### src/rtl/uart_tx_frame_pkg.sv
// Shared UART definitions: frame FSM encoding, parity sense constants and default widths.
// Also used by the RX side.
package uart_tx_frame_pkg;

    localparam int DATA_W_DEF  = 8;
    localparam int PRESC_W_DEF = 6;

    localparam logic PAR_EVEN = 1'b0;
    localparam logic PAR_ODD  = 1'b1;

    typedef enum logic [2:0] {
        ST_IDLE   = 3'd0,
        ST_START  = 3'd1,
        ST_DATA   = 3'd2,
        ST_PARITY = 3'd3,
        ST_STOP   = 3'd4
    } tx_state_e;

endpackage

### src/rtl/uart_tx_frame_if.sv
// System-side handshake bundle for the UART transmitter.
// par_en/par_typ exist only when UART_TX_PARITY_EN is defined.
interface uart_tx_frame_if
    import uart_tx_frame_pkg::*;
#(
    parameter int DATA_W  = DATA_W_DEF,
    parameter int PRESC_W = PRESC_W_DEF
) ();

    logic [PRESC_W-1:0] prescale;
    logic [DATA_W-1:0]  p_data;
    logic               data_valid;
`ifdef UART_TX_PARITY_EN
    logic               par_en;
    logic               par_typ;
`endif
    logic               ready;
    logic               busy;

`ifdef UART_TX_PARITY_EN
    modport master (output prescale, p_data, data_valid, par_en, par_typ, input ready, busy);
    modport slave  (input prescale, p_data, data_valid, par_en, par_typ, output ready, busy);
`else
    modport master (output prescale, p_data, data_valid, input ready, busy);
    modport slave  (input prescale, p_data, data_valid, output ready, busy);
`endif

endinterface

### src/rtl/uart_tx_bit_timer.sv
// Bit-period counter: counts 0..P-1 while enabled and pulses bit_done on the last count.
// A prescale of zero behaves as one cycle per bit.
module uart_tx_bit_timer #(
    parameter int PRESC_W = 6
) (
    input  logic               clk,
    input  logic               rst,
    input  logic               enable,
    input  logic [PRESC_W-1:0] prescale,
    output logic               bit_done
);

    logic [PRESC_W-1:0] count_r;
    logic [PRESC_W-1:0] last_s;

    assign last_s   = (prescale == {PRESC_W{1'b0}}) ? {PRESC_W{1'b0}} : (prescale - PRESC_W'(1'b1));
    assign bit_done = enable && (count_r == last_s);

    // cycle counter, restarts at every bit boundary and whenever disabled
    always_ff @(posedge clk or posedge rst) begin
        if (rst) begin
            count_r <= {PRESC_W{1'b0}};
        end else if (!enable || bit_done) begin
            count_r <= {PRESC_W{1'b0}};
        end else begin
            count_r <= count_r + PRESC_W'(1'b1);
        end
    end

endmodule

### src/rtl/uart_tx_frame.sv
// UART transmitter: start, DATA_W bits LSB first, optional parity, stop; P clk cycles per bit.
// Parity support is built only when UART_TX_PARITY_EN is defined.
module uart_tx_frame
    import uart_tx_frame_pkg::*;
#(
    parameter int DATA_W  = DATA_W_DEF,
    parameter int PRESC_W = PRESC_W_DEF
) (
    input  logic            clk,
    input  logic            rst,
    uart_tx_frame_if.slave  sys,
    output logic            tx_out
);

    localparam int               IDX_W    = (DATA_W > 1) ? $clog2(DATA_W) : 1;
    localparam logic [IDX_W-1:0] LAST_IDX = IDX_W'(DATA_W - 1);

    tx_state_e          state_r;
    tx_state_e          next_state_s;
    tx_state_e          after_data_s;
    logic [IDX_W-1:0]   bit_idx_r;
    logic [IDX_W-1:0]   bit_idx_next_s;
    logic [DATA_W-1:0]  shadow_r;
    logic [PRESC_W-1:0] presc_r;
    logic               accept_s;
    logic               timer_en_s;
    logic               bit_done_s;
    logic               tx_next_s;
    logic               tx_r;
    logic               ready_r;
    logic               busy_r;
`ifdef UART_TX_PARITY_EN
    logic               par_en_r;
    logic               par_typ_r;

    function automatic logic parity_bit(input logic [DATA_W-1:0] data, input logic typ);
        return (^data) ^ (typ == PAR_ODD);
    endfunction

    assign after_data_s = par_en_r ? ST_PARITY : ST_STOP;
`else
    assign after_data_s = ST_STOP;
`endif

    assign accept_s   = sys.data_valid & ready_r;
    assign timer_en_s = (state_r != ST_IDLE);

    uart_tx_bit_timer #(
        .PRESC_W (PRESC_W)
    ) u_bit_timer (
        .clk      (clk),
        .rst      (rst),
        .enable   (timer_en_s),
        .prescale (presc_r),
        .bit_done (bit_done_s)
    );

    // state and bit index register
    always_ff @(posedge clk or posedge rst) begin
        if (rst) begin
            state_r   <= ST_IDLE;
            bit_idx_r <= {IDX_W{1'b0}};
        end else begin
            state_r   <= next_state_s;
            bit_idx_r <= bit_idx_next_s;
        end
    end

    // shadows hold the frame's settings so mid-frame input changes are ignored
    always_ff @(posedge clk or posedge rst) begin
        if (rst) begin
            shadow_r  <= {DATA_W{1'b0}};
            presc_r   <= {PRESC_W{1'b0}};
`ifdef UART_TX_PARITY_EN
            par_en_r  <= 1'b0;
            par_typ_r <= 1'b0;
`endif
        end else if (accept_s) begin
            shadow_r  <= sys.p_data;
            presc_r   <= sys.prescale;
`ifdef UART_TX_PARITY_EN
            par_en_r  <= sys.par_en;
            par_typ_r <= sys.par_typ;
`endif
        end
    end

    // next-state and bit index selection
    always_comb begin
        next_state_s   = state_r;
        bit_idx_next_s = bit_idx_r;
        case (state_r)
            ST_IDLE: begin
                bit_idx_next_s = {IDX_W{1'b0}};
                if (accept_s) begin
                    next_state_s = ST_START;
                end else begin
                    next_state_s = ST_IDLE;
                end
            end
            ST_START: begin
                if (bit_done_s) begin
                    next_state_s   = ST_DATA;
                    bit_idx_next_s = {IDX_W{1'b0}};
                end else begin
                    next_state_s   = ST_START;
                end
            end
            ST_DATA: begin
                if (bit_done_s) begin
                    if (bit_idx_r == LAST_IDX) begin
                        next_state_s   = after_data_s;
                        bit_idx_next_s = {IDX_W{1'b0}};
                    end else begin
                        next_state_s   = ST_DATA;
                        bit_idx_next_s = bit_idx_r + IDX_W'(1'b1);
                    end
                end else begin
                    next_state_s = ST_DATA;
                end
            end
`ifdef UART_TX_PARITY_EN
            ST_PARITY: begin
                if (bit_done_s) begin
                    next_state_s = ST_STOP;
                end else begin
                    next_state_s = ST_PARITY;
                end
            end
`endif
            ST_STOP: begin
                if (bit_done_s) begin
                    next_state_s = ST_IDLE;
                end else begin
                    next_state_s = ST_STOP;
                end
            end
            default: begin
                next_state_s   = ST_IDLE;
                bit_idx_next_s = {IDX_W{1'b0}};
            end
        endcase
    end

    // line level decoded from the upcoming state so the flop lands on the bit boundary
    always_comb begin
        tx_next_s = 1'b1;
        case (next_state_s)
            ST_START:  tx_next_s = 1'b0;
            ST_DATA:   tx_next_s = shadow_r[bit_idx_next_s];
`ifdef UART_TX_PARITY_EN
            ST_PARITY: tx_next_s = parity_bit(shadow_r, par_typ_r);
`endif
            ST_STOP:   tx_next_s = 1'b1;
            default:   tx_next_s = 1'b1;
        endcase
    end

    // registered outputs
    always_ff @(posedge clk or posedge rst) begin
        if (rst) begin
            tx_r    <= 1'b1;
            ready_r <= 1'b1;
            busy_r  <= 1'b0;
        end else begin
            tx_r    <= tx_next_s;
            ready_r <= (next_state_s == ST_IDLE);
            busy_r  <= (next_state_s != ST_IDLE);
        end
    end

    assign tx_out    = tx_r;
    assign sys.ready = ready_r;
    assign sys.busy  = busy_r;

endmodule
### src/flat_wrapper.sv
// flat-port wrapper written by rule: the top's interface ports become plain ports
module uart_tx_frame_flat import uart_tx_frame_pkg::*;
#(
    parameter int DATA_W  = DATA_W_DEF,
    parameter int PRESC_W = PRESC_W_DEF
)
  (clk, rst, tx_out, sys_prescale, sys_p_data, sys_data_valid, sys_ready, sys_busy);
  uart_tx_frame_if #(.DATA_W(DATA_W), .PRESC_W(PRESC_W)) sys_i ();
  input  logic clk;
  input  logic rst;
  output logic tx_out;
  input wire logic [$bits(sys_i.prescale)-1:0] sys_prescale;
  input wire logic [$bits(sys_i.p_data)-1:0] sys_p_data;
  input wire logic [$bits(sys_i.data_valid)-1:0] sys_data_valid;
  output wire logic [$bits(sys_i.ready)-1:0] sys_ready;
  output wire logic [$bits(sys_i.busy)-1:0] sys_busy;
  assign sys_i.prescale = sys_prescale;
  assign sys_i.p_data = sys_p_data;
  assign sys_i.data_valid = sys_data_valid;
  assign sys_ready = sys_i.ready;
  assign sys_busy = sys_i.busy;
  uart_tx_frame #(.DATA_W(DATA_W), .PRESC_W(PRESC_W)) u_core (.clk(clk), .rst(rst), .sys(sys_i), .tx_out(tx_out));
endmodule
### config.mk
export PLATFORM = sky130hd
export DESIGN_NAME = uart_tx_frame_flat
export DESIGN_NICKNAME = d
export VERILOG_FILES = /design/src/rtl/uart_tx_frame_pkg.sv /design/src/rtl/uart_tx_frame_if.sv /design/src/rtl/uart_tx_bit_timer.sv /design/src/rtl/uart_tx_frame.sv /design/src/flat_wrapper.sv
export SDC_FILE = /design/constraint.sdc
export NUM_CORES = 1
export LEC_CHECK = 0
export ABC_AREA = 1
export CAP_MARGIN = 20
export CORE_MARGIN = 2
export CORE_UTILIZATION = 49
export DETAILED_ROUTE_END_ITERATION = 10
export GPL_TIMING_DRIVEN = 0
export PLACE_DENSITY = 0.78
export SETUP_SLACK_MARGIN = 0.2
export SYNTH_ARGS = -nofsm -noshare
export SYNTH_HDL_FRONTEND = slang
export SYNTH_SLANG_ARGS = --single-unit
### constraint.sdc
create_clock -name clk -period 2.3 [get_ports clk]
set_clock_uncertainty 0.1 [all_clocks]
set_input_delay 0.23 -clock clk [delete_from_list [all_inputs] [get_ports clk]]
set_output_delay 0.23 -clock clk [all_outputs]
set_load 0.005 [all_outputs]
# Word-level counts from Yosys, hierarchy flattened
# Index checks and enable logic that the tools add are counted.
# word_totals
elab_cells	43
in_bits	17
reg_bits	29
# classes
reduce_logical	8
n_lt_le_gt_ge	1
n_eq_ne	7
n_mux	15
bitwise	1
add_sub_neg	3
# ops
cell	count
$mux 3	6
$mux 6	2
$pmux 3 s4	1
$pmux 3 s3	1
$add 6x1->6 const B	1
$eq 3x1->1 const B	2
$eq 3x2->1 const B	2
$eq 3x3->1 const B	2
$eq 6x6->1	1
$logic_not 3->1	2
$logic_not 6->1	1
$reduce_bool 3->1	2
$sub 6x1->6 const B	1
$lt 3x4->1 const B	1
$add 3x1->3 const B	1
$bmux 1 s3	1
$mux 1	2
$mux 2	1
$pmux 1 s2	1
$and 1x1->1	1
$logic_and 1x1->1	1
$logic_not 1->1	1
$logic_or 1x1->1	1

# Logic depth before layout (Yosys ltp)
# Gate-level depths: netlist of run 1.
# logic_depth
word_depth	9
mapped_depth	22

# Hierarchy
# From an unflattened synthesis of run 1, not the netlist that was laid out.
# unflattened
hier_cells	222
area_unflattened_um2	1681.6
# modules_own_cells
module	area_per_inst_um2	cells_each	n_inst
uart_tx_frame	1146.1	136	1
uart_tx_bit_timer	535.5	86	1

# Worst setup path after synthesis of run 1
# No wires, ideal clock.
# synth_path
kind	reg-to-reg
startpoint	register u_core.presc_r[0]
endpoint	register u_core.busy_r, in the netlist u_core.sys.busy
slack_ns	0.016
setup_ns	0.115
path_stages_with_launch	19
t_arrival_ns	2.069
required_time_ns	2.085
synth_period_minus_slack_ns	2.284
path_buffers	0
path_cell_list	dfrtp_1 -> inv_1 -> ha_1 -> inv_1 -> nor2_2 -> nand3_2 -> nand2_1 -> nand2_1 -> nand2_1 -> nand2_2 -> nor2_4 -> nand3_4 -> inv_2 -> nand2_1 -> a32o_2 -> nor2_2 -> inv_1 -> nor2_2 -> inv_2
# synth_via
elab_chain_len	7
# synth_lines
item	line	text
from (decl)	uart_tx_frame.sv:24	logic [PRESC_W-1:0] presc_r;
from (signal assigned)	uart_tx_frame.sv:73	presc_r <= {PRESC_W{1'b0}};
from (signal assigned)	uart_tx_frame.sv:80	presc_r <= sys.prescale;
$sub 6x1->6 or $logic_not 6->1 (tied branches)	uart_tx_bit_timer.sv:16	assign last_s = (prescale == {PRESC_W{1'b0}}) ? {PRESC_W{1'b0}} : (prescale - PRESC_W'(1'b1));
$mux 6 *	uart_tx_bit_timer.sv:16	
$eq 6x6->1 *	uart_tx_bit_timer.sv:17	assign bit_done = enable && (count_r == last_s);
$logic_and 1x1->1 *	uart_tx_bit_timer.sv:17	
$mux 3 or $mux 2 (tied branches)	uart_tx_frame.sv:110, uart_tx_frame.sv:102	
$pmux 3 s4 *	uart_tx_frame.sv:92	case (state_r)
via u_core.next_state_s[1]	uart_tx_frame.sv:19	tx_state_e next_state_s;
$reduce_bool 3->1 *	uart_tx_frame.sv:168	busy_r <= (next_state_s != ST_IDLE);
to (signal assigned)	uart_tx_frame.sv:168	
to (decl)	uart_tx_frame.sv:31	logic busy_r;
# Mark *: on every way through the listed nets, which the timed path passes. The rest lies on a longest branch.
# A chain may end at the register's enable or synchronous reset.

# Worst setup path in the final report of run 1
# layout_path
startpoint	register u_core.presc_r[1]
endpoint	register u_core.tx_r, in the netlist u_core.tx_out
# layout_via
elab_chain_len	9
# layout_lines
item	line	text
$sub 6x1->6 or $logic_not 6->1 (tied branches)	uart_tx_bit_timer.sv:16	
$mux 6 *	uart_tx_bit_timer.sv:16	
$eq 6x6->1 *	uart_tx_bit_timer.sv:17	
$logic_and 1x1->1 *	uart_tx_bit_timer.sv:17	
$mux 3 (on tied branches)	uart_tx_frame.sv:110, uart_tx_frame.sv:102	
$pmux 3 s3 *	uart_tx_frame.sv:92	
via u_core.bit_idx_next_s[0]	uart_tx_frame.sv:22	logic [IDX_W-1:0] bit_idx_next_s;
$bmux 1 s3 *	uart_tx_frame.sv:150	ST_DATA: tx_next_s = shadow_r[bit_idx_next_s];
$mux 1 (implied by the code) *	uart_tx_frame.sv:150	
$pmux 1 s2 *	uart_tx_frame.sv:148	case (next_state_s)
via u_core.tx_next_s	uart_tx_frame.sv:28	logic tx_next_s;
to (signal assigned)	uart_tx_frame.sv:166	tx_r <= tx_next_s;
to (decl)	uart_tx_frame.sv:29	logic tx_r;
# Mark *: on every way through the listed nets, which the timed path passes. The rest lies on a longest branch. The select of a mux whose other input is x is not followed.

==> flow_summary.json, run 1 <==
{
  "grt_pass1_vias": 1351,
  "core_mm2": 0.00310,
  "hold_viol_final": 0,
  "cts_max_level": 2,
  "slew_headroom_pct": 56.9,
  "routed_wl_um": 3430,
  "ys_ff_latch": 29,
  "power.switching_uw": 192,
  "numCtsBuffers": 5,
  "p_comb_share_pct": 4.3,
  "viasPerCell": 4.93,
  "dp_hpwl_um": 2250,
  "ioPinCount": 20,
  "crit_arrival_ns": 2.49,
  "syn_area_mm2": 0.00161,
  "mostFrequentLayoutCell": "nand2_1",
  "antenna_cells": 0,
  "leakage_nw": 1.06,
  "timing.setup.tns_ns": -0.0331,
  "num_rows": 20,
  "ir_drop_v": 0.000325,
  "endpoint_kind": "flop",
  "syn_inst": 210,
  "vias": 1465,
  "tightest_slew_ns": 0.642,
  "synthToLayoutAreaGrowth_pct": 35.1,
  "cp_max_fo": 7,
  "cp.required_ns": 2.47,
  "final_nets": 273,
  "setup_viol": 2,
  "synth_warnings": 0,
  "rsz0062_at_grt": "true",
  "seqPwrFrac_pct": 51.5,
  "synth.distinct_cells": 26,
  "min_period_ns": 2.32,
  "ant_nets": 0,
  "grt_overflow": 0,
  "cts.sinks": 29,
  "antenna_found_initial": 0,
  "rrSetupSlack_ns": -0.02,
  "final.setup.worst_slack_ns": -0.0210,
  "die_area_mm2": 0.00376,
  "gp_congestion": 0.844,
  "final_cell_mix": "64 x nand2_1, 27 x dfrtp_1, 26 x inv_1",
  "grt_usage_pct": 21.4,
  "powerDensity_mw_per_mm2": 454,
  "min_path_type": "input pin to asynchronous set/reset pin",
  "intPower_uw": 797,
  "cap_violations": 0,
  "cts_root_buf": "clkbuf_4",
  "worstSkewPairLatency_ns": 0.33,
  "fin_crit_sh_pct": 101,
  "start_util_pct": 51.9,
  "violations": "setup timing",
  "sw_frac_of_total_pct": 19.4,
  "grt_pass1_wl_um": 5780,
  "startpoint_type": "flop",
  "crit_type": "flop to flop",
  "die_x_um": 61.4,
  "maxSlewViolCount": 0,
  "cts_max_path_buffers": 2,
  "max_freq_mhz": 431,
  "syn_nets": 231,
  "drt_iter0_markers": 52,
  "dr.pass1.iters": 4,
  "utilization_pct": 70.2,
  "clk_pin_slew_worst_paths_ns": 0.10,
  "grt_start_max_net_pins": 30,
  "drive_gt1_share_pct": 22.5,
  "clkPwrFrac_pct": 44.2,
  "status": "finished with violations",
  "numPortBuffers": 19,
  "die_y_um": 61.4,
  "cts_tree": "yes",
  "routedWlPerCell_um": 11.5,
  "drc": 0,
  "place_worst_setup_slack_ns": -0.108,
  "seq_area_frac_synth_pct": 45.2,
  "avgSynthCellArea_um2": 7.67
}
==> sequential cells by signal, summed over array words and instances, names as in the netlist <==
name	cells
u_core.bit_idx_r	3
u_core.u_bit_timer.count_r	6
u_core.sys.ready	1
u_core.sys.busy	1
u_core.presc_r	6
u_core.tx_out	1
u_core.shadow_r	8
u_core.state_r	3
==> path summary, 6_finish.rpt <==
check	startpoint	to	cells after the start
max reg2reg	u_core.presc_r[1]	u_core.tx_out	21
max	u_core.presc_r[1]	u_core.tx_out	21
min in group clk	sys_p_data[5]	u_core.shadow_r[5]	3
min	rst	u_core.u_bit_timer.count_r[5]	2
max in group asynchronous	rst	u_core.sys.ready	3
min reg2reg	u_core.shadow_r[1]	u_core.shadow_r[1]	2
==> routing by layer <==
metal	vias up	share of wire, %	global-route usage (%)
met1	682	45	27.2
met5	-	0	0
met3	5	3.5	4.41
met2	24	50	34.5
li1	754	-	-
met4	0	1.6	10.9
==> power by group through the flow <==
stage	Sequential [mW]	Combinational, mW	Clock, mW
5_1_grt	0.510	0.0465	0.468
3_5_place_dp	0.520	0.0373	0
2_1_floorplan	0.520	0.00752	0
3_3_place_gp	0.520	0.0367	0
4_1_cts	0.510	0.0373	0.447
6_report	0.510	0.0424	0.437
==> stage by stage <==
stage,hold WS [ns],power (mW),instances,area [um^2]
final,0.127,0.989,297,2180
after global routing,0.164,1.02,297,2180
after floorplan,0.207,0.527,210,1630
after global placement,0.364,0.556,273,1870
after detailed placement,0.373,0.557,273,1870
after CTS,0.315,0.994,292,2070
==> Yosys cell counts (all sizes together) <==
cell | count | area [um^2]
a32o | 1 | 11.3
clkbuf | 2 | 7.51
dfrtp | 27 | 676
dfstp | 2 | 52.6
ha | 4 | 50.1
inv | 33 | 124
nand2 | 73 | 289
nand3 | 25 | 153
nand3b | 1 | 7.51
nand4 | 4 | 25.0
nor2 | 16 | 85.1
nor3 | 3 | 15.0
nor3b | 2 | 15.0
o211ai | 1 | 7.51
o21ai | 11 | 55.1
o22ai | 1 | 6.26
or2 | 1 | 6.26
xor2 | 3 | 26.3
==> area by class of cell <==
type                            instances  area, um^2
Buffer                                  2        7.51
Clock buffer                            7        55.1
Clock inverter                          1        30.0
Fill cell                             245         926
Inverter                               33         126
Multi-Input combinational cell        146         841
Sequential cell                        29         728
Tap cell                               44        55.1
Timing Repair Buffer                   35         334
==> critical path: stages, from the launching register on <==
cell and delay, ns:
dfrtp_1 0.39, inv_2 0.09, ha_4 0.16, inv_4 0.03
nor2_4 0.10, nand3_4 0.11, nand2_1 0.07, nand2_1 0.04
nand2_1 0.06, nand3_2 0.08, nor2_4 0.20, nand2_2 0.11
nand2_4 0.08, nand2_1 0.10, nand2_4 0.12, nand2_4 0.06
nand2_1 0.06, nand3_1 0.06, nand2_1 0.07, nand2_1 0.05
nand3_1 0.06, nand2_1 0.05
==> timing repair <==
| item | 4_1_cts | 5_1_grt |
|---|---|---|
| setup buffers | 11 | 4 |
| setup endpoints to repair | 7 | 9 |
| cloned | 0 | 0 |
| pin swaps | 7 | 6 |
| hold buffers | 0 | 0 |
| gates resized for setup | 7 | 12 |
==> kinds of logic after synthesis <==
group	after synthesis	synth area share, %
fa+ha+maj	4	3.11
buf+inv	35	8.15
xor+xnor	3	1.63
compound gates	14	4.97
flops	29	45.2
simple gates	125	37.0
(Power assumes the default switching activity.)
==> run 2: changes to the inputs <==
--- a/config.mk
+++ b/config.mk
@@ -12,6 +12,7 @@
 export DETAILED_ROUTE_END_ITERATION = 10
 export GPL_TIMING_DRIVEN = 0
 export PLACE_DENSITY = 0.78
+export REMOVE_ABC_BUFFERS = 1
 export SETUP_SLACK_MARGIN = 0.2
 export SYNTH_ARGS = -nofsm -noshare
 export SYNTH_HDL_FRONTEND = slang
==> run 2 against run 1 <==
  * The flow still finishes with violations (setup timing)
  * Total power fell by 12%
  * Setup slack got worse by 0.031 ns
  * Count of clock-buffer cells in the layout rose by 1
  * Core utilization decreased by 4.2 points
  * Non-clock buffer count fell by 11
  * First-iteration DRC count down 3.8%
  * Critical endpoint unchanged
  * Largest cell class unchanged
  * Highest routed layer unchanged
==> flow_summary.json, run 2 (synthesis gave the netlist of run 1 again) <==
{
  "final.setup.worst_slack_ns": -0.0522,
  "final_cell_mix": "64 x nand2_1, 28 x inv_1, 26 x dfrtp_1",
  "hold_viol_final": 0,
  "timing.rr.end": "u_core.tx_out",
  "ioPinCount": 20,
  "reg2regPathDepth": 19,
  "dr.pass1.iters": 4,
  "drive_gt1_share_pct": 19.0,
  "powerDensity_mw_per_mm2": 426,
  "numCtsBuffers": 5,
  "cts_max_level": 2,
  "crit-reg2reg-launch": "u_core.presc_r[1]",
  "die_x_um": 61.4,
  "core_mm2": 0.00310,
  "place_inst": 271,
  "largest_reg_flops": 8,
  "antenna_cells": 0,
  "start_util_pct": 51.9,
  "cts_max_path_buffers": 2,
  "num_rows": 20,
  "die_area_mm2": 0.00376,
  "instances_no_fill": 286,
  "cts_root_buf": "clkbuf_4",
  "vias": 1412,
  "routed_wl_um": 3150,
  "maxSlewViolCount": 0,
  "drc": 0,
  "tightest_slew_ns": 0.614,
  "final_nets": 262,
  "grt_start_max_net_pins": 30,
  "status": "finished with violations",
  "cap_violations": 0,
  "crit_arrival_ns": 2.51,
  "grt_pass1_wl_um": 5050,
  "cts_hold_buffers": 0,
  "grt_usage_pct": 18.7,
  "ir_drop_v": 0.000354,
  "grt_pass1_vias": 1209,
  "min_period_ns": 2.35,
  "endpoint_kind": "flop",
  "die_y_um": 61.4,
  "largest-register": "u_core.shadow_r",
  "reg.largest.list": "u_core.shadow_r x8, u_core.presc_r x6, u_core.u_bit_timer.count_r x6",
  "fill_cells": 275,
  "startpoint_type": "flop",
  "rsz0062_at_grt": "true",
  "dp_hpwl_um": 2130,
  "antenna_found_initial": 0,
  "cts_tree": "yes",
  "routedWlPerCell_um": 11.0,
  "ant_nets": 0,
  "min_path_type": "input pin to asynchronous set/reset pin",
  "fin_crit_sh_pct": 102,
  "clk_pin_slew_worst_paths_ns": 0.09,
  "crit_type": "flop to flop",
  "gp_congestion": 0.828,
  "grt_overflow": 0,
  "synthToLayoutAreaGrowth_pct": 27.1,
  "cp.required_ns": 2.46,
  "viasPerCell": 4.94,
  "slew_headroom_pct": 59.0,
  "cp_max_fo": 8,
  "cts.sinks": 29,
  "numPortBuffers": 19,
  "setup_viol": 2,
  "drt_iter0_markers": 50,
  "worstSkewPairLatency_ns": 0.33,
  "leakage_nw": 0.993,
  "mostFrequentLayoutCell": "nand2_1",
  "violations": "setup timing",
  "rrSetupSlack_ns": -0.05,
  "holdWs_ns": 0.144,
  "max_freq_mhz": 425,
  "place_worst_setup_slack_ns": -0.305
}
[run 2: cell types whose count changed in the layout (fill, tap and decap cells not counted), moves of 2 or more]
cell     change
nand2_2      +3
nand2_4      -3
buf_4        -9
inv_1        +2
[run 2: area by class of cell]
cell class                 instances  area [um^2]  share of cell area (%)
multi-input combinational        146          815                    39.8
sequential                        29          729                    35.6
timing repair buffer              26          267                    13.0
inverter                          33          124                    6.05
clock buffer                       8         58.8                    2.87
tap                               44         55.1                    2.69
[run 2: timing repair]
action,in CTS,in global routing
buffers inserted,5,1
endpoints found under the setup margin,15,9
pin swaps,2,7
gates resized for setup,9,9
[run 2: how the worst max path moves through the flow]
stage | startpoint | endpoint | slack, ns | cells after the start
after floorplan | u_core.presc_r[0] | u_core.sys.busy | 0.02 | 18
after global placement | u_core.presc_r[0] | u_core.tx_out | -0.26 | 20
after detailed placement | u_core.presc_r[0] | u_core.tx_out | -0.31 | 19
after CTS | u_core.presc_r[0] | u_core.tx_out | -0.03 | 20
after global routing | u_core.presc_r[1] | u_core.tx_out | -0.24 | 21
final | u_core.presc_r[1] | u_core.tx_out | -0.05 | 19
[run 2: power breakdown]
group          total [mW]  internal [mW]  switching (mW)  leakage [nW]
sequential          0.510          0.510               0         0.324
clock               0.321          0.151           0.170        0.0326
combinational      0.0421         0.0282          0.0140         0.636
total               0.873          0.688           0.184         0.993
[run 2: stage by stage]
stage	utilization (%)	TNS, ns	power (mW)	instance area (um^2)
floorplan	-	0	0.527	1600
global placement	59.6	-0.694	0.556	1850
detailed placement	59.6	-0.856	0.557	1850
CTS	63.7	-0.0492	0.880	1980
global route	66.0	-0.602	0.916	2050
finish	66.0	-0.103	0.873	2050
[run 2: critical path, cell delays in order, from the launching register on]
cell and delay [ns]:
dfrtp_1 0.39, inv_2 0.08, ha_4 0.14, inv_2 0.04, nor2_4 0.12, nand3_4 0.12, nand2_1 0.09, nand2_1 0.05
nand2_1 0.06, nand3_2 0.08, nor2_4 0.18, nand3_4 0.13, nand2_2 0.10, nand3_4 0.10, nand2_4 0.13, nand2_1 0.06
nand3_1 0.06, nand3_1 0.09, nand3_1 0.10, nand2_1 0.06
[run 2: per-layer routing]
layer | GRT usage [%] | share of wire [%] | wire (um)
met3 | 6.30 | 4.6 | 145
met4 | 5.47 | 1.8 | 56
met5 | 0 | 0 | 0
met2 | 31.9 | 49 | 1550
met1 | 22.4 | 44 | 1390
==> run 3: changes to the inputs <==
--- a/config.mk
+++ b/config.mk
@@ -6,9 +6,10 @@
 export NUM_CORES = 1
 export LEC_CHECK = 0
 export ABC_AREA = 1
+export ABC_CLOCK_PERIOD_IN_PS = 2300
 export CAP_MARGIN = 20
 export CORE_MARGIN = 2
-export CORE_UTILIZATION = 49
+export CORE_UTILIZATION = 50
 export DETAILED_ROUTE_END_ITERATION = 10
 export GPL_TIMING_DRIVEN = 0
 export PLACE_DENSITY = 0.78
@@ -16,4 +17,5 @@
 export SETUP_SLACK_MARGIN = 0.2
 export SYNTH_ARGS = -nofsm -noshare
 export SYNTH_HDL_FRONTEND = slang
+export SYNTH_HIERARCHICAL = 1
 export SYNTH_SLANG_ARGS = --single-unit
==> run 3 against run 2 <==
  * The flow still finishes with violations (setup timing)
  * Clock power rose by 9.0%
  * Wire length grew 15%
  * Hold slack got worse by 0.12 ns
  * Critical path depth grew 1
  * Maximum frequency down 5.2%
  * Via count increased by 5.8%
  * Non-clock buffer count up 1
  * Sequential power increased by 71%
  * Die area increased by 2.1%
  * Count of clock-buffer cells in the layout decreased by 1
  * Synthesized cell count up 5.7%
  * First-iteration DRC count grew 38%
  * Critical endpoint is now u_core/tx_out
  * Largest cell class unchanged
==> flow_summary.json, run 3 <==
{
  "largest_reg_flops": 8,
  "cts_tree": "yes",
  "die_area_mm2": 0.00384,
  "viasPerCell": 4.98,
  "drc": 0,
  "cp_num_buf_inv": 3,
  "p_total_mw": 2.48,
  "cp.required_ns": 2.46,
  "cts_max_path_buffers": 2,
  "grt_start_max_net_pins": 24,
  "ys_ff_latch": 29,
  "grt_overflow": 0,
  "status": "finished with violations",
  "dp_hpwl_um": 2410,
  "dr.pass1.iters": 4,
  "rsz0062_at_grt": "true",
  "endpoint_kind": "flop",
  "largest-register": "u_core/shadow_r",
  "clkPwrFrac_pct": 14.1,
  "antenna_found_initial": 0,
  "synth.distinct_cells": 27,
  "grt_pass1_vias": 1419,
  "ir_drop_v": 0.000545,
  "drive_gt1_share_pct": 24.0,
  "fin_area_mm2": 0.00213,
  "min_period_ns": 2.48,
  "reg2regPathDepth": 20,
  "slowest_delay_ns": 0.40,
  "utilization_pct": 64.8,
  "tightest_slew_ns": 0.865,
  "final_nets": 274,
  "slew_headroom_pct": 42.2,
  "cp_max_fo": 7,
  "sw_frac_of_total_pct": 43.3,
  "violations": "setup timing",
  "numCtsBuffers": 5,
  "synth_edf_count": 0,
  "syn_area_mm2": 0.00168,
  "worstSkewPairLatency_ns": 0.33,
  "syn_inst": 222,
  "num_rows": 21,
  "vias": 1494,
  "clk_pin_slew_worst_paths_ns": 0.09,
  "grt_pass1_wl_um": 5690,
  "final_cell_mix": "68 x nand2_1, 26 x dfrtp_1, 24 x nand3_1",
  "drt_iter0_markers": 69,
  "yosys-top-cells-count": "70 x nand2_1, 27 x dfrtp_1, 27 x nand3_1",
  "post_dp_cell_area_mm2": 0.00191,
  "place_worst_setup_slack_ns": -0.712,
  "final.setup.worst_slack_ns": -0.182,
  "cts_max_level": 2,
  "min_path_type": "input pin to asynchronous set/reset pin",
  "crit-reg2reg-launch": "u_core/presc_r[0]",
  "ioPinCount": 20,
  "setup_viol": 3,
  "crit_chain": "inv_2 > ha_4 > inv_2 > nor2_4 > nand3_2 > nand2_1 > nand2_1 > nand2_1 > nand2_1 > nor2_2 > nand2_2 > nor2_4 > inv_2 > nand3_4 > nand2_4 > a21oi_2 > nand3_1 > nand3_1 > nand3_1 > nand2_1",
  "crit_type": "flop to flop",
  "routedWlPerCell_um": 12.1,
  "ant_nets": 0,
  "power.switching_mw": 1.07,
  "path_delay_family": "simple AND/OR/NAND/NOR gates",
  "synth_top_area_cell": "dfrtp_1",
  "startpoint_type": "flop",
  "post-synth-top-count-cell": "nand2_1",
  "cap_violations": 0,
  "avgSynthCellArea_um2": 7.57,
  "fill_cells": 274,
  "numPortBuffers": 19,
  "timing.rr.end": "u_core/tx_out",
  "rrSetupSlack_ns": -0.18,
  "synth_top_flop_cell": "dfrtp_1",
  "grt_usage_pct": 21.0,
  "max_freq_mhz": 403,
  "seqPwrFrac_pct": 35.1,
  "hold_viol_final": 0,
  "synthToLayoutAreaGrowth_pct": 26.5,
  "fin_crit_sh_pct": 108,
  "die_y_um": 62.0,
  "seq_area_frac_synth_pct": 43.3,
  "leakage_nw": 1.04,
  "ys_async_sr_fraction_pct": 100,
  "antenna_cells": 0,
  "crit_slowest_cell": "dfrtp_1",
  "cts.sinks": 29,
  "intPower_mw": 1.41,
  "powerDensity_mw_per_mm2": 1170,
  "p_comb_share_pct": 50.8,
  "die_x_um": 62.0,
  "routed_wl_um": 3630,
  "crit_top_cell": "nand2_1",
  "synth.area.top_cells": "dfrtp_1 40%, nand2_1 16%, nand3_1 8.0%",
  "instances_no_fill": 300,
  "maxSlewViolCount": 0,
  "start_util_pct": 51.2,
  "cts_root_buf": "clkbuf_4",
  "reg.largest.list": "u_core/shadow_r x8, u_core/presc_r x6, u_core/u_bit_timer/count_r x6",
  "synth_warnings": 6,
  "gp_congestion": 0.877,
  "crit_arrival_ns": 2.65,
  "place_inst": 284,
  "core_mm2": 0.00328,
  "mostFrequentLayoutCell": "nand2_1",
  "yosysTopAreaCellShare_pct": 40.2
}
run 3: cell types whose count changed after synthesis, sizes merged, moves of 2 or more:
cell	previous run	this run
nand2	73	77
a21oi	0	4
inv	33	31
o21ai	11	8
nand3	25	30
nand4	4	2
nor3b	2	0
nor3	3	0
nand3b	1	3
nor2	16	24
run 3: routing by layer:
metal / wire (um) / GRT usage [%]
met3: 134 / 6.63
met1: 1520 / 22.0
met5: 0 / 0
met2: 1930 / 37.9
met4: 45 / 9.73
run 3: worst register-to-register path: stages (launching register included):
cell and delay (ns):
dfrtp_1 0.40, inv_2 0.09, ha_4 0.17, inv_2 0.05
nor2_4 0.10, nand3_2 0.09, nand2_1 0.07, nand2_1 0.04
nand2_1 0.07, nand2_1 0.06, nor2_2 0.10, nand2_2 0.10
nor2_4 0.19, inv_2 0.09, nand3_4 0.10, nand2_4 0.09
a21oi_2 0.16, nand3_1 0.09, nand3_1 0.09, nand3_1 0.09
nand2_1 0.07
run 3: final cells by class:
cell class	instances	area (um^2)	share of cell area [%]
clock inverters	1	5.00	0.235
flip-flops and latches	29	729	34.3
inverters	31	116	5.47
clock buffers	7	65.1	3.06
multi-input cells	159	896	42.1
well taps	46	57.6	2.71
repair buffers	27	258	12.1
run 3: kinds of logic (layout without fill, tap and decap cells):
kind of cell,after synthesis,count (layout),synth area share [%]
simple gates,136,136,38.0
buf+inv,34,66,8.04
flops,29,29,43.3
compound gates,14,14,5.06
xor+xnor,5,5,2.60
fa+ha+maj,4,4,2.98
run 3: worst max path at each step:
stage | start | endpoint | slack (ns) | depth (start not counted)
final | u_core/presc_r[0] | u_core/tx_out | -0.18 | 20
after global routing | u_core/presc_r[0] | u_core/tx_out | -0.35 | 20
after detailed placement | u_core/presc_r[0] | u_core/tx_out | -0.71 | 20
after floorplan | u_core/presc_r[0] | u_core/tx_out | -0.25 | 20
after global placement | u_core/presc_r[0] | u_core/tx_out | -0.71 | 20
after CTS | u_core/presc_r[1] | u_core/tx_out | -0.16 | 20
run 3: power groups by stage:
| stage | clock [mW] | combinational [mW] | sequential (mW) |
|---|---|---|---|
| floorplan | 0 | 0.813 | 0.835 |
| global placement | 0 | 1.01 | 0.864 |
| detailed placement | 0 | 1.04 | 0.870 |
| CTS | 0.362 | 1.18 | 0.861 |
| global route | 0.386 | 1.43 | 0.893 |
| finish | 0.350 | 1.26 | 0.870 |
run 3: per-stage QoR:
stage | hold slack (ns) | TNS (ns)
after global placement | 0.366 | -3.51
after detailed placement | 0.362 | -3.73
after floorplan | -0.0790 | -0.737
after CTS | 0.0223 | -0.382
after global routing | 0.0447 | -1.14
final | 0.0282 | -0.462
run 3: what timing repair did:
item,in CTS,in global routing
hold buffers,0,0
pin swaps,3,8
hold endpoints to repair,0,0
buffers inserted,6,2
resized for setup,13,11
endpoints found under the setup margin,9,9
==> RTL edit 1: new RTL, config.mk and constraints of run 1 <==
Re-encode `tx_state_e` (5 states) as one-hot, 5 bits wide.
--- a/src/rtl/uart_tx_frame_pkg.sv
+++ b/src/rtl/uart_tx_frame_pkg.sv
@@ -8,12 +8,12 @@
     localparam logic PAR_EVEN = 1'b0;
     localparam logic PAR_ODD  = 1'b1;
 
-    typedef enum logic [2:0] {
-        ST_IDLE   = 3'd0,
-        ST_START  = 3'd1,
-        ST_DATA   = 3'd2,
-        ST_PARITY = 3'd3,
-        ST_STOP   = 3'd4
+    typedef enum logic [4:0] {
+        ST_IDLE   = 5'b00001,
+        ST_START  = 5'b00010,
+        ST_DATA   = 5'b00100,
+        ST_PARITY = 5'b01000,
+        ST_STOP   = 5'b10000
     } tx_state_e;
 
 endpackage
Formal check against the unedited RTL: no difference found for any inputs over 10 cycles, from zero or initial values and one cycle with rst high; not proved beyond that.
==> RTL edit 1 against run 1 <==
  * Sequential cell count grew 1
  * Routed wire length shrank 4.3%
  * Worst setup slack improved by 0.081 ns
  * Final area is 0.46% higher
  * Synthesized area grew 4.6%
  * Critical path depth down 4
Power is not compared: it rests on default switching activity, and its combinational part moved more than twofold at a synthesized area within 25%.
==> RTL edit 1: results (changes against run 1) <==
stage,metric,value,unit,change
outcome,status,"complete, no violations",,
global_route,Total Routing Usage GR,18.54,%,-2.8 points
sta,Max-slew headroom,56.83,%,-0.069 points
placement,Post-DP HPWL,2.431,mm,+8.1%
route,Initial DRC Count,32,,-38%
placement,placed insts,289,,+5.9%
logic_synthesis,Area contributors post-synth,"dfrtp_1 40%, nand2_1 16%, inv_1 7.6%",,
placement,routability congestion estimate from global placement,0.8416,,-0.31%
worst_setup_path,R2R Setup Slk,0.06,ns,+0.08 ns
sta,Min Hold Slack,0.09647,ns,-0.03050 ns
logic_synthesis,Mapped Nets,244,,+5.6%
finish,count of nets after finishing,281,,+2.9%
route,WL/cell,10.69,microns,-7.4%
worst_setup_path,"Max FO, Critical Path",8,,+1
finish,multi-input logic portion of the cell area,39.93,%,+1.3 points
logic_synthesis,register area share after synthesis,44.77,%,-0.42 points
worst_setup_path,WP data arrival,2.40,ns,-0.09 ns
pwr,Peak VDD IR,0.0005840,V,
logic_synthesis,most frequent cells after synthesis,"70 x nand2_1, 34 x inv_1, 27 x dfrtp_1",,
finish,layout cells sized above 1,20.31,%,-2.2 points
finish,fin cells,307,,+3.4%
global_route,vias in the first global route,1390,,+2.9%
clocking,Root Driver,clkbuf_4,,
finish,Clock buf/inv share,2.746,%,-1.2 points
global_route,global-route wire length before repair,5.768,mm,-0.24%
finish,Fillers,293,,+20%
logic_synthesis,Cells after Synth,223,,+6.2%
global_route,GRT Residual Overflow,0,,unchanged
route,total number of vias,1489,,+1.6%
finish,sequential cell area share,34.50,%,+1.0 points
logic_synthesis,post-synthesis sequential element count,30,,+3.4%
finish,non-clk buf share,13.90,%,-1.8 points
[RTL edit 1: cell count changes after synthesis, sizes merged]
cell    before  now
o21ai       11   14
nand4        4    2
or2          1    2
nand3       25   27
clkinv       0    1
inv         33   35
a21oi        0    1
nand2       73   75
dfstp        2    3
nor2        16   17
nand3b       1    3
a32o         1    0
[RTL edit 1: kinds of logic after synthesis]
kind of cell / Yosys count / share of synthesized area (%)
flops: 30 / 44.77
simple gates: 131 / 36.67
compound gates: 17 / 5.568
xor+xnor: 3 / 1.559
buf+inv: 38 / 8.463
fa+ha+maj: 4 / 2.970
[RTL edit 1: metal layers]
metal | global-route usage (%) | wire [microns] | vias to the layer above
met2 | 30.38 | 1575 | 30
li1 | - | - | 774
met1 | 23.21 | 1552 | 683
met5 | 0 | 0 | -
met3 | 5.946 | 135 | 2
met4 | 6.111 | 19 | 0
[RTL edit 1: where the power goes]
part	switching [W]	internal (W)	leakage, nW
Combinational	0.000682	0.000463	0.677
Sequential	0.000107	0.000717	0.380
Clock	0.000176	0.000148	0.0353
Total	0.000965	0.00133	1.09
[RTL edit 1: stage by stage]
| stage | worst slack [ns] | total power, W | util [%] | cell area [sq um] |
|---|---|---|---|---|
| finish | 0.06045 | 0.002293 | 66.06 | 2187 |
| global route | -0.08281 | 0.002501 | 66.06 | 2187 |
| CTS | -0.03850 | 0.002243 | 63.72 | 2110 |
| detailed placement | -0.05147 | 0.001826 | 59.60 | 1973 |
| global placement | -0.02913 | 0.001787 | 58.77 | 1946 |
| floorplan | 0.1755 | 0.001581 | - | 1698 |
[RTL edit 1: timing repair]
item	4_1_cts	5_1_grt
resized for setup	8	14
pin swaps	9	13
setup buffers	7	3
endpoints found under the setup margin	4	7
==> RTL edit 2: new RTL, settings of run 1 <==
Without the edit above. Set the package constant `PRESC_W_DEF` to 12 (it was 6).
--- a/src/rtl/uart_tx_frame_pkg.sv
+++ b/src/rtl/uart_tx_frame_pkg.sv
@@ -3,7 +3,7 @@
 package uart_tx_frame_pkg;
 
     localparam int DATA_W_DEF  = 8;
-    localparam int PRESC_W_DEF = 6;
+    localparam int PRESC_W_DEF = 12;
 
     localparam logic PAR_EVEN = 1'b0;
     localparam logic PAR_ODD  = 1'b1;
Interface: changed (resized sys_prescale); port bits go from 20 to 26. The function was not compared with the original's and may differ.
==> RTL edit 2 against run 1 <==
  * The flow still finishes with violations (setup timing)
  * Synthesized cell count grew 91%
  * Global-route usage grew 1.7 points
  * Total power grew 26%
  * Final area grew 69%
  * Sequential cell count grew 12
  * Combinational power grew 20%
  * Synthesized area grew 75%
  * Worst setup slack lost 0.27 ns
  * Routed wire length grew 110%
  * Cell count grew 78%
  * Clock power grew 8.7%
  * Largest power group unchanged
==> RTL edit 2: results (changes against run 1) <==
stage,metric,value,unit,change
route,total number of vias,2734,,+87%
pwr,Peak VDD IR,0.0003421,V,+5.3%
finish,count of non-CTS buffers in the layout,55,,+49%
logic_synthesis,synth unique cells,30,,+15%
pwr,Net Sw Frac,20.46,%,+1.1 points
sta,Final Setup Violations,18,,+16
placement,placed insts,499,,+83%
finish,sequential cell count,41,,+41%
finish,comb_multi_in,296,,+100%
clocking,Skew-Pair Late Insertion Delay,0.29,ns,-0.04 ns
sta,Max-slew headroom,43.83,%,-13 points
finish,biggest regs,"u_core.presc_r (12), u_core.u_bit_timer.count_r (12), u_core.shadow_r (8)",,
worst_setup_path,WP data arrival,2.72,ns,+0.23 ns
finish,Fillers,434,,+77%
logic_synthesis,Area contributors post-synth,"dfrtp_1 35%, nand2_1 16%, inv_1 7.3%",,
worst_setup_path,"Max FO, Critical Path",5,,-2
outcome,failing checks,setup timing,,
route,WL/cell,13.47,microns,+17%
finish,multi-input logic portion of the cell area,47.07,%,+8.4 points
route,Initial DRC Count,226,,+330%
clocking,Root Driver,clkbuf_8,,
sta,final worst setup slack,-0.2876,ns,-0.2665 ns
global_route,vias in the first global route,2583,,+91%
global_route,global-route wire length before repair,11.49,mm,+99%
finish,Ant. Diodes,0,,unchanged
worst_setup_path,Slowest Stage Delay on Critical Path,0.42,ns,+0.03 ns
pwr,Pleak,1.731,nW,+63%
finish,FF/Latch Area,0.001031,sq mm,+42%
placement,# port buffers,25,,+6
logic_synthesis,most frequent cells after synthesis,"123 x nand2_1, 55 x inv_1, 39 x dfrtp_1, 39 x nor2_1, 37 x nand3_1",,
global_route,largest net degree at the start of global routing,42,,+40%
sta,setup_tns,-2.403,ns,-2.369 ns
finish,Clock buf/inv share,2.340,%,-1.6 points
pwr,P_seq,0.000720,W,+41%
finish,layout cells sized above 1,27.73,%,+5.2 points
sta,Min Hold Slack,0.3304,ns,+0.2034 ns
finish,Non-CTS inverters,59,,+79%
logic_synthesis,Mapped Nets,429,,+86%
global_route,Total Routing Usage GR,23.08,%,+1.7 points
logic_synthesis,register area share after synthesis,36.50,%,-8.7 points
outcome,status,finished with violations,,
[RTL edit 2: what timing repair did]
item,CTS,global route
cloned,2,0
setup buffers,17,5
gates resized for setup,27,38
hold buffers,0,0
endpoints found under the hold margin,0,0
setup endpoints to repair,21,21
pin swaps,19,30
[RTL edit 2: final timing paths]
| check | startpoint | end | cells past startpoint |
|---|---|---|---|
| max reg2reg | u_core.presc_r[6] | u_core.tx_out | 23 |
| max | u_core.presc_r[6] | u_core.tx_out | 23 |
| min reg2reg | u_core.shadow_r[6] | u_core.shadow_r[6] | 2 |
| min in group clk | sys_p_data[6] | u_core.shadow_r[6] | 3 |
| max in group asynchronous | rst | u_core.presc_r[3] | 2 |
| min | rst | u_core.shadow_r[6] | 2 |
[RTL edit 2: through the flow]
step	cell area, sq um	setup WS [ns]
final	3690	-0.2876
after global routing	3690	-0.4720
after CTS	3501	-0.2257
after detailed placement	3172	-0.2600
after global placement	3172	-0.2227
after floorplan	2831	0.03209
[RTL edit 2: routing by layer]
metal  global-route usage (%)  vias up  routed length, microns
met2                    38.24       72                    3592
met1                    30.66     1272                    3159
li1                         -     1378                       -
met3                    3.846       12                     265
met4                    7.797        0                     123
met5                        0        -                       0
[RTL edit 2: kinds of logic after synthesis]
| logic type | after synthesis | share of synthesized area [%] |
|---|---|---|
| DFF | 41 | 36.50 |
| xor gates and xnor gates | 6 | 1.865 |
| and+or+nand+nor | 256 | 45.11 |
| buffers and inverters | 66 | 9.414 |
| adders and majority gates | 4 | 1.776 |
| AOI/OAI and AO/OA | 29 | 5.329 |
